$ cat src/rtl/ifetch_unit.sv
// rtl/ifetch_unit.sv - instruction-fetch stage control between F and D registers
//
// Runs one request/response transaction per PC on the instruction bus and
// presents the fetch payload (pc, instr, valid, address error) to the D
// register. Requests a PC hold while the instruction is not yet available and
// squashes in-flight fetches on redirect.
//
// Optional feature macro: IFETCH_ADEL_EN (misaligned-PC address-error detection).
//
// Ports:
//   clk, reset          clock, synchronous active-high reset
//   pc                  current fetch PC from the F register
//   stall_d             D register not accepting this cycle
//   flush               redirect: squash the current fetch
//   inst_req/inst_addr  bus request valid / address
//   inst_addr_ok        request accepted this cycle
//   inst_data_ok        read data valid this cycle
//   inst_rdata          read data
//   f_valid/f_pc/f_instr/f_adel  payload for the D register
//   stall_f_req         hold PC: instruction for pc not yet delivered
module ifetch_unit (
  input  logic        clk,
  input  logic        reset,
  input  logic [31:0] pc,
  input  logic        stall_d,
  input  logic        flush,
  output logic        inst_req,
  output logic [31:0] inst_addr,
  input  logic        inst_addr_ok,
  input  logic        inst_data_ok,
  input  logic [31:0] inst_rdata,
  output logic        f_valid,
  output logic [31:0] f_pc,
  output logic [31:0] f_instr,
  output logic        f_adel,
  output logic        stall_f_req
);

  typedef enum logic [1:0] {S_REQ, S_WAIT, S_HOLD, S_DISCARD} state_t;

  state_t      state, state_nx;
  logic [31:0] hold_buf, hold_buf_nx;
  logic        req, valid;
  logic [31:0] instr;
`ifdef IFETCH_ADEL_EN
  logic        hold_adel, hold_adel_nx;
  logic        adel;
`endif

  always_ff @(posedge clk) begin
    if (reset) begin
      state    <= S_REQ;
      hold_buf <= 32'h0;
`ifdef IFETCH_ADEL_EN
      hold_adel <= 1'b0;
`endif
    end else begin
      state    <= state_nx;
      hold_buf <= hold_buf_nx;
`ifdef IFETCH_ADEL_EN
      hold_adel <= hold_adel_nx;
`endif
    end
  end

  always_comb begin
    state_nx    = state;
    hold_buf_nx = hold_buf;
    req         = 1'b0;
    valid       = 1'b0;
    instr       = 32'h0;
`ifdef IFETCH_ADEL_EN
    hold_adel_nx = hold_adel;
    adel         = 1'b0;
`endif
    case (state)
      S_REQ: begin
        // Flush withdraws the request; late data_ok here is never looked at.
        if (!flush) begin
`ifdef IFETCH_ADEL_EN
          // Misaligned PC: deliver an error payload without touching the bus.
          if (pc[1:0] != 2'b00) begin
            valid = 1'b1;
            adel  = 1'b1;
            if (stall_d) begin
              state_nx     = S_HOLD;
              hold_buf_nx  = 32'h0;
              hold_adel_nx = 1'b1;
            end
          end else
`endif
          begin
            req = 1'b1;
            if (inst_addr_ok) state_nx = S_WAIT;
          end
        end
      end
      S_WAIT: begin
        if (flush) begin
          // Data arriving with the flush closes the transaction outright.
          state_nx = inst_data_ok ? S_REQ : S_DISCARD;
        end else if (inst_data_ok) begin
          valid = 1'b1;
          instr = inst_rdata;
          if (stall_d) begin
            state_nx    = S_HOLD;
            hold_buf_nx = inst_rdata;
`ifdef IFETCH_ADEL_EN
            hold_adel_nx = 1'b0;
`endif
          end else begin
            state_nx = S_REQ;
          end
        end
      end
      S_HOLD: begin
        if (flush) begin
          state_nx    = S_REQ;
          hold_buf_nx = 32'h0;
`ifdef IFETCH_ADEL_EN
          hold_adel_nx = 1'b0;
`endif
        end else begin
          valid = 1'b1;
          instr = hold_buf;
`ifdef IFETCH_ADEL_EN
          adel  = hold_adel;
`endif
          if (!stall_d) state_nx = S_REQ;
        end
      end
      S_DISCARD: begin
        // Squashed request still outstanding: swallow its data, issue nothing.
        if (inst_data_ok) state_nx = S_REQ;
      end
      default: state_nx = S_REQ;
    endcase
  end

  // Every output reads zero while reset is held.
  assign inst_req    = ~reset & req;
  assign f_valid     = ~reset & valid;
  assign f_instr     = reset ? 32'h0 : instr;
  assign f_pc        = reset ? 32'h0 : pc;
  assign stall_f_req = ~reset & ~flush & (state != S_HOLD) & ~valid;
`ifdef IFETCH_ADEL_EN
  assign inst_addr   = reset ? 32'h0 : pc;
  assign f_adel      = ~reset & adel;
`else
  assign inst_addr   = reset ? 32'h0 : {pc[31:2], 2'b00};
  assign f_adel      = 1'b0;
`endif

endmodule

$ cat config.mk
export PLATFORM = sky130hd
export DESIGN_NAME = ifetch_unit
export DESIGN_NICKNAME = d
export VERILOG_FILES = /design/src/rtl/ifetch_unit.sv
export SDC_FILE = /design/constraint.sdc
export NUM_CORES = 1
export LEC_CHECK = 0
export CORE_ASPECT_RATIO = 0.75
export CORE_MARGIN = 8
export CORE_UTILIZATION = 36
export CTS_CLUSTER_DIAMETER = 60
export DETAILED_ROUTE_END_ITERATION = 10
export GPL_TIMING_DRIVEN = 0
export PLACE_DENSITY = 0.82
export SLEW_MARGIN = 5
export SYNTH_ARGS = -nofsm -noshare
export SYNTH_HDL_FRONTEND = slang
export SYNTH_SLANG_ARGS = --single-unit
$ cat constraint.sdc
create_clock -name clk -period 1.9 [get_ports clk]
set_input_delay 0.38 -clock clk [delete_from_list [all_inputs] [get_ports clk]]
set_output_delay 0.38 -clock clk [all_outputs]
set_load 0.03 [all_outputs]
# Yosys cells after proc, flatten, opt, wreduce, memory -nomap -nowiden

Index checks and enable logic that the tools add are counted.

Bits in writable memories: 0
Bits in latches: 0
Memories kept: 0
Word-level logic and storage cells: 52
Bits of input ports: 70
Register bits: 34
Bits in read-only memories: 0
Output and inout port bits: 100

Multiply operators: 0
Multiplexer cells: 26
Reduce and logical (&&, ||, !) cells: 4
Div/mod/pow operators: 0
Shift-type cells: 0
Magnitude comparators: 0
Equal/unequal tests: 12
Bitwise gates (word level): 8
Add/sub/neg operators: 0

Operator list:

| kind                                          | count |
|---|---|
| 2-to-1 mux 32 bit                             | 9 |
| case mux 32 bit (2 select lines)              | 2 |
| 2-to-1 mux 2 bit                              | 9 |
| != test 2 bit, second input constant          | 7 |
| case mux 2 bit (4 select lines)               | 1 |
| != test 3 bit, second input constant          | 2 |
| AND 1 bit                                     | 5 |
| AND reduction 5 bit                           | 1 |
| == test 2 bit, second input constant          | 2 |
| 2-to-1 mux 1 bit                              | 4 |
| AND reduction 4 bit                           | 1 |
| NOT 1 bit                                     | 3 |
| == test 2 x 1 -> 1 bit, second input constant | 1 |
| logical NOT 2 bit                             | 1 |
| case mux 1 bit (2 select lines)               | 1 |
| nonzero test 2 bit                            | 1 |

# Logic depth before layout (Yosys ltp)

Gate-level depths: netlist of run 1.

Depth in word-level cells: 5
Depth in mapped cells: 8
Gate-level depth less buffers: 6

# Worst setup path after synthesis of run 1

Ideal clock, no wire load.

Path type: register to output
From: reg state[1]
To: out stall_f_req
Path buffers: 0
Stages on the path, launching flop included: 6
Setup slack: -0.499 ns
Data arrival time: 2.019 ns
Data required time: 1.520 ns
Path through: dfxtp_1 inv_1 ha_1 and2_1 o21ai_0 nor4b_1

Word-level cells in the longest chain between the ends: 4
Elaborated cells between the ends (all ways): 7
Those cells by class: eq/ne (3); mux (1); bitwise (3)

Ends and longest elaborated chain:

| what                                                    | RTL line | text |
|---|---|---|
| start: declaration                                      | 41       | `state_t state, state_nx;` |
| start signal: assignment                                | 58       | `state <= state_nx;` |
| == test 2 bit or == test 2 x 1 -> 1 bit (tied branches) | 76       | `case (state)` |
| case mux 1 bit (2 select lines)                         | 76       |  |
| NOT 1 bit                                               | 145      | `assign stall_f_req = ~reset & ~flush & (state != S_HOLD) & ~valid;` |
| AND 1 bit *                                             | 145      |  |
| end: declaration                                        | 36       | `output logic stall_f_req` |

Mark *: on every way between the ends. The rest lies on a longest branch, timed or not.

# Worst setup path in the final report of run 1

From: reg state[1]
To: out f_instr[0]

Word-level cells in the longest chain between the ends: 3
Elaborated cells between the ends (all ways): 4
Those cells by class: eq/ne (2); mux (2)

Ends and longest elaborated chain:

| what                                                    | RTL line | text |
|---|---|---|
| == test 2 bit or == test 2 x 1 -> 1 bit (tied branches) | 76       |  |
| case mux 32 bit (2 select lines) *                      | 76       |  |
| 2-to-1 mux 32 bit *                                     | 143      | `assign f_instr = reset ? 32'h0 : instr;` |
| end: declaration                                        | 34       | `output logic [31:0] f_instr,` |

Marks and branches as above.

==> results.py, run 1 <==
metrics = {
    "outcome": {
        "run_status": "finished, violations left",
        "violations": "negative setup slack",
    },
    "sta": {
        "setup_tns_ns": -6.51,
        "slew_headroom": 0.629,
        "hold_viol": 0,
        "worstMarginPinSlew_ns": 0.557,
        "finClkSkew_ns": 0.00577,
        "final.setup.worst_slack_ns": -0.245,
        "final-max-slew-violation-count": 0,
        "fmax_mhz": 466,
        "timing.final.crit_share": 1.13,
        "min_period_ns": 2.14,
        "finalSetupViolCount": 33,
        "rsz0062_at_grt": "yes",
    },
    "worst_setup_path": {
        "r2r_slack_ns": 0.12,
        "critPathKind": "reg2out",
        "endpoint_kind": "output pin",
        "cp.buffers_inverters": 4,
        "cp.required_ns": 1.52,
        "worstPathArrival_ns": 1.76,
        "worst-path-max-fanout": 8,
        "worst-path-stages": 9,
        "critPathLaunchType": "register",
        "cpMaxStageDelayCell": "dfxtp_4",
        "path_delay_family": "buffers and inverters",
        "path_cells": "inv_6, ha_4, and2_4, nor2b_4, buf_12, buf_6, a22oi_2, nor2_1, buf_4",
        "worstReg2RegStart": "state[1]$_SDFFE_PP0P_",
        "slowest_delay_ns": 0.37,
        "r2r_cells": 8,
        "r2r_end": "hold_buf[16]$_SDFFE_PP0P_",
    },
    "die": {
        "die_x_um": 112,
        "rows": 26,
        "num_io_pins": 170,
        "coreArea_um2": 6730,
        "dieArea_um2": 9830,
        "die_y_um": 87.9,
        "start_util": 0.368,
    },
    "min_path": {
        "hold_class": "reg2reg",
        "whs_path_depth": 2,
        "min_from": "hold_buf[8]$_SDFFE_PP0P_",
        "whs_endpoint": "hold_buf[8]$_SDFFE_PP0P_",
    },
    "logic_synthesis": {
        "ys_seq_area_frac": 0.274,
        "yosys.area.top_type": "dfxtp_1",
        "syn-cell-area_um2": 2480,
        "ys_warn_count": 0,
        "avgSynthCellArea_um2": 7.58,
        "synthArstFlopShare": 0,
        "synth_top_area_share": 0.274,
        "syn_inst": 327,
        "ys.flop_type": "dfxtp_1",
        "ys_types": 29,
        "synth-edff-count": 0,
        "ys_seq_elements": 34,
        "synth_area_leaders": "dfxtp_1 (27%), o32ai_1 (11%), buf_4 (10%)",
    },
    "cts": {
        "cts_tree": "built",
        "clkLatencyLatePin_ns": 0.29,
        "path_clk_slew_ns": 0.07,
        "clockBufferDepth": 2,
        "numCtsBuffers": 5,
        "h-tree-depth": 2,
        "clock_sinks": 34,
        "root_buffer": "clkbuf_8",
    },
    "finish": {
        "instances_no_fill": 596,
        "final_net_count": 588,
        "multiInputGateArea_um2": 1630,
        "syn_to_final_growth_pct": 101,
        "final_layout_size_suffix_gt1_frac": 0.428,
        "antenna_cells": 0,
        "register_area_um2": 688,
        "nFillCells": 536,
        "final_common_cell": "clkdlybuf4s50_1",
        "mostFrequentLayoutCells": "clkdlybuf4s50_1 (66), buf_4 (42), buf_6 (34), inv_1 (34), nand2b_1 (33)",
    },
    "drt": {
        "vias_per_cell": 5.04,
        "drc": 0,
        "avgRoutedWirePerCell_um": 17.6,
        "drtIter0Drc": 107,
        "num_vias": 3005,
        "postRouteWirelength_um": 10500,
        "ant_nets": 0,
        "dr.pass1.iters": 4,
    },
    "placed_design": {
        "dpl.hpwl_um": 7760,
        "portBuffers": 166,
        "place_inst": 579,
        "gp_congestion": 0.809,
    },
    "pwr": {
        "p_leak_nw": 1.93,
        "p_per_area_nw_per_um2": 464,
        "ir_drop_v": 0.000311,
        "power_mw": 2.31,
    },
    "grt": {
        "grt_max_degree": 15,
        "grtUsageMet1": 0.233,
        "grt_pass1_wl_um": 16300,
        "grt_overflow": 0,
        "grt_busiest_layer": "met2",
        "antenna_found_initial": 0,
        "grtUsageMet2": 0.375,
        "gr-usage-met3": 0.0455,
        "grt.total_usage": 0.202,
        "grt_pass1_vias": 3095,
    },
    "job": {
        "maxCapViolCount": 0,
    },
}
[worst max path at each step]
stage	startpoint	end	slack, ns
floorplan	reset	inst_addr[28]	-0.02
global placement	reset	f_instr[15]	-1.45
detailed placement	reset	f_instr[15]	-1.44
CTS	state[1]$_SDFFE_PP0P_	f_instr[21]	-0.26
global route	state[1]$_SDFFE_PP0P_	f_instr[0]	-0.33
finish	state[1]$_SDFFE_PP0P_	f_instr[0]	-0.24
[routing by layer]
metal / share of wire / wire [um]
met4: 0.0097 / 102
met1: 0.40 / 4220
met3: 0.050 / 528
met5: 0 / 0
met2: 0.54 / 5620
[what timing repair did]
item                                    CTS  global route
gates cloned                              6             0
pin swaps                                25            15
resized for setup                       423            49
hold buffers                              0             0
endpoints found under the setup margin   97            88
buffers inserted                          6             2
[power breakdown]
part / switching, mW / total [mW] / internal, mW / leakage (nW)
clock: 0.254 / 0.533 / 0.279 / 0.0431
combinational: 0.528 / 1.01 / 0.479 / 1.61
sequential: 0.0263 / 0.769 / 0.742 / 0.276
[tightest hold or removal path: cells and delay by family, from the launching register on]
family	cells	cell delay, ns
compound gates	1	0.07
buf+inv	1	0.05
flops	1	0.32
[flip-flops by register name (all words and copies together) (netlist names)]
signal    flops
state         2
hold_buf     32
[cell type report]
type / instances / share of cell area
repair buffers: 180 / 0.361
multi-input cells: 196 / 0.327
well taps: 84 / 0.0211
clock buffers: 6 / 0.0166
flip-flops and latches: 34 / 0.138
inverters: 36 / 0.0287
plain buffers: 60 / 0.107
[metrics by stage]
| stage | hold WS, ns | area (um^2) | worst slack [ns] | util |
|---|---|---|---|---|
| floorplan | 0.455 | 2610 | -0.0216 | - |
| global placement | 0.463 | 4380 | -1.45 | 0.650 |
| detailed placement | 0.470 | 4380 | -1.44 | 0.650 |
| CTS | 0.486 | 4990 | -0.263 | 0.741 |
| global route | 0.506 | 4980 | -0.327 | 0.739 |
| finish | 0.491 | 4980 | -0.245 | 0.739 |
[cell families after synthesis]
| family | Yosys count | synth area share |
|---|---|---|
| AND/OR/NAND/NOR | 114 | 0.256 |
| buffers and inverters | 99 | 0.207 |
| flip-flops | 34 | 0.274 |
| adder cells (fa/ha/maj) | 5 | 0.0252 |
| AO/OA/AOI/OAI | 74 | 0.235 |
| other | 1 | 0.00151 |
[cells in the mapped netlist (all sizes together), types with 2 or more instances]
library cell,number
a21oi,2
a22oi,32
buf,44
clkbuf,19
dfxtp,34
ha,5
inv,36
nand2,2
nand2b,34
nor2,34
nor2b,37
o21ai,3
o31ai,2
o32ai,32
or4,2
(Power assumes the default switching activity.)
==> inputs of run 2 (changes only) <==
Settings changed: CORE_MARGIN 8 to unset, SLEW_MARGIN 5 to 10.
==> results.py, run 2 (same netlist as run 1, synthesis figures left out) <==
metrics = {
    "grt": {
        "antenna_found_initial": 0,
        "grt_pass1_vias": 2899,
        "grt_max_degree": 15,
        "grt_pass1_wl_um": 14500,
        "grt_overflow": 0,
        "grt.total_usage": 0.250,
    },
    "worst_setup_path": {
        "worst-path-max-fanout": 7,
        "critPathLaunchType": "register",
        "worstPathArrival_ns": 1.78,
        "cp.required_ns": 1.52,
        "critPathKind": "reg2out",
        "endpoint_kind": "output pin",
    },
    "drt": {
        "drtIter0Drc": 142,
        "avgRoutedWirePerCell_um": 16.3,
        "dr.pass1.iters": 7,
        "num_vias": 2981,
        "ant_nets": 0,
        "vias_per_cell": 5.04,
        "postRouteWirelength_um": 9620,
        "drc": 12,
    },
    "outcome": {
        "violations": "design-rule violations, negative setup slack",
        "run_status": "finished, violations left",
    },
    "finish": {
        "final_common_cell": "clkdlybuf4s50_1",
        "syn_to_final_growth_pct": 96.8,
        "final_layout_size_suffix_gt1_frac": 0.406,
        "regMostFlops": "hold_buf",
        "antenna_cells": 0,
        "largest_reg_flops": 32,
        "largestRegisters": "hold_buf (32), state (2)",
        "design_area_um2": 4880,
        "final_net_count": 584,
        "mostFrequentLayoutCells": "clkdlybuf4s50_1 (66), buf_4 (42), inv_1 (34), dlygate4sd2_1 (34), nor2b_1 (33)",
    },
    "cts": {
        "clkLatencyLatePin_ns": 0.29,
        "clockBufferDepth": 2,
        "h-tree-depth": 2,
        "cts_tree": "built",
        "clock_sinks": 34,
        "root_buffer": "clkbuf_8",
        "numCtsBuffers": 5,
        "path_clk_slew_ns": 0.07,
        "postCtsHoldBufs": 0,
    },
    "pwr": {
        "pwr-share-comb": 0.420,
        "swShare": 0.355,
        "p_per_area_nw_per_um2": 473,
        "seq_power_share": 0.332,
        "ir_drop_v": 0.000299,
        "p_int_mw": 1.49,
        "p_leak_nw": 1.90,
        "clock_power_share": 0.248,
        "switching_power_mw": 0.819,
    },
    "die": {
        "rows": 25,
        "dieArea_um2": 7230,
        "die_y_um": 73.9,
        "die_x_um": 97.8,
        "coreArea_um2": 6470,
        "num_io_pins": 170,
        "start_util": 0.383,
    },
    "sta": {
        "min_period_ns": 2.16,
        "timing.final.crit_share": 1.14,
        "finClkSkew_ns": 0.00972,
        "whs_ns": 0.491,
        "slew_headroom": 0.655,
        "fmax_mhz": 463,
        "worstMarginPinSlew_ns": 0.518,
        "hold_viol": 0,
        "final.setup.worst_slack_ns": -0.258,
        "rsz0062_at_grt": "yes",
        "finalSetupViolCount": 35,
        "final-max-slew-violation-count": 0,
    },
    "placed_design": {
        "gp_congestion": 0.806,
        "portBuffers": 166,
        "placed_area_um2": 4370,
        "dpl.hpwl_um": 6560,
    },
    "job": {
        "maxCapViolCount": 0,
    },
    "min_path": {
        "hold_class": "reg2reg",
    },
}
run 2: worst paths after layout:
check | to | start | depth (start not counted) | slack [ns]
setup / recovery | f_instr[20] | state[1]$_SDFFE_PP0P_ | 9 | -0.26
hold / removal | hold_buf[21]$_SDFFE_PP0P_ | hold_buf[21]$_SDFFE_PP0P_ | 2 | 0.49
setup reg to reg | hold_buf[28]$_SDFFE_PP0P_ | state[1]$_SDFFE_PP0P_ | 8 | 0.07
hold reg to reg | hold_buf[21]$_SDFFE_PP0P_ | hold_buf[21]$_SDFFE_PP0P_ | 2 | 0.49
run 2: layout make-up:
| type | count | area, um^2 |
|---|---|---|
| repair buffers | 177 | 1750 |
| fillers | 492 | 1600 |
| multi-input cells | 196 | 1590 |
| flip-flops and latches | 34 | 688 |
| plain buffers | 59 | 524 |
| inverters | 36 | 138 |
| well taps | 81 | 101 |
| clock buffers | 7 | 86.3 |
| clock inverters | 1 | 5.00 |
run 2: stage by stage:
stage	total power, mW	instances	utilization	setup TNS (ns)	worst slack, ns
2_1_floorplan	1.28	329	-	-0.0980	-0.0216
3_3_place_gp	1.65	576	0.675	-119.99	-1.45
3_5_place_dp	1.66	576	0.675	-119.93	-1.44
4_1_cts	2.27	592	0.756	-7.55	-0.282
5_1_grt	2.40	591	0.754	-9.36	-0.322
6_report	2.31	591	0.754	-7.17	-0.258
run 2: power by group through the flow:
stage	clock network [mW]	registers (mW)	logic [mW]
5_1_grt	0.606	0.769	1.02
3_5_place_dp	0	0.772	0.890
4_1_cts	0.564	0.762	0.947
6_report	0.573	0.765	0.968
3_3_place_gp	0	0.771	0.880
2_1_floorplan	0	0.768	0.514
run 2: timing repair:
action,4_1_cts,5_1_grt
endpoints found under the setup margin,97,95
hold endpoints to repair,0,0
pin swaps,36,11
buffers inserted,4,2
resized for setup,409,51
gates cloned,5,0
run 2: layer usage:
metal | track usage | vias to the layer above | wire length [um]
met1 | 0.320 | 1421 | 4060
li1 | - | 1437 | -
met4 | 0.0606 | 0 | 80
met3 | 0.0504 | 12 | 512
met5 | 0 | - | 0
met2 | 0.433 | 111 | 4970
run 2: critical path, cell delays in order, from the launching register on:
cell and delay [ns]:
dfxtp_4 0.36, inv_4 0.04, ha_4 0.15, and2_4 0.16
nor2b_4 0.13, buf_12 0.14, buf_16 0.14, a22oi_2 0.17
nor2_2 0.06, buf_6 0.14
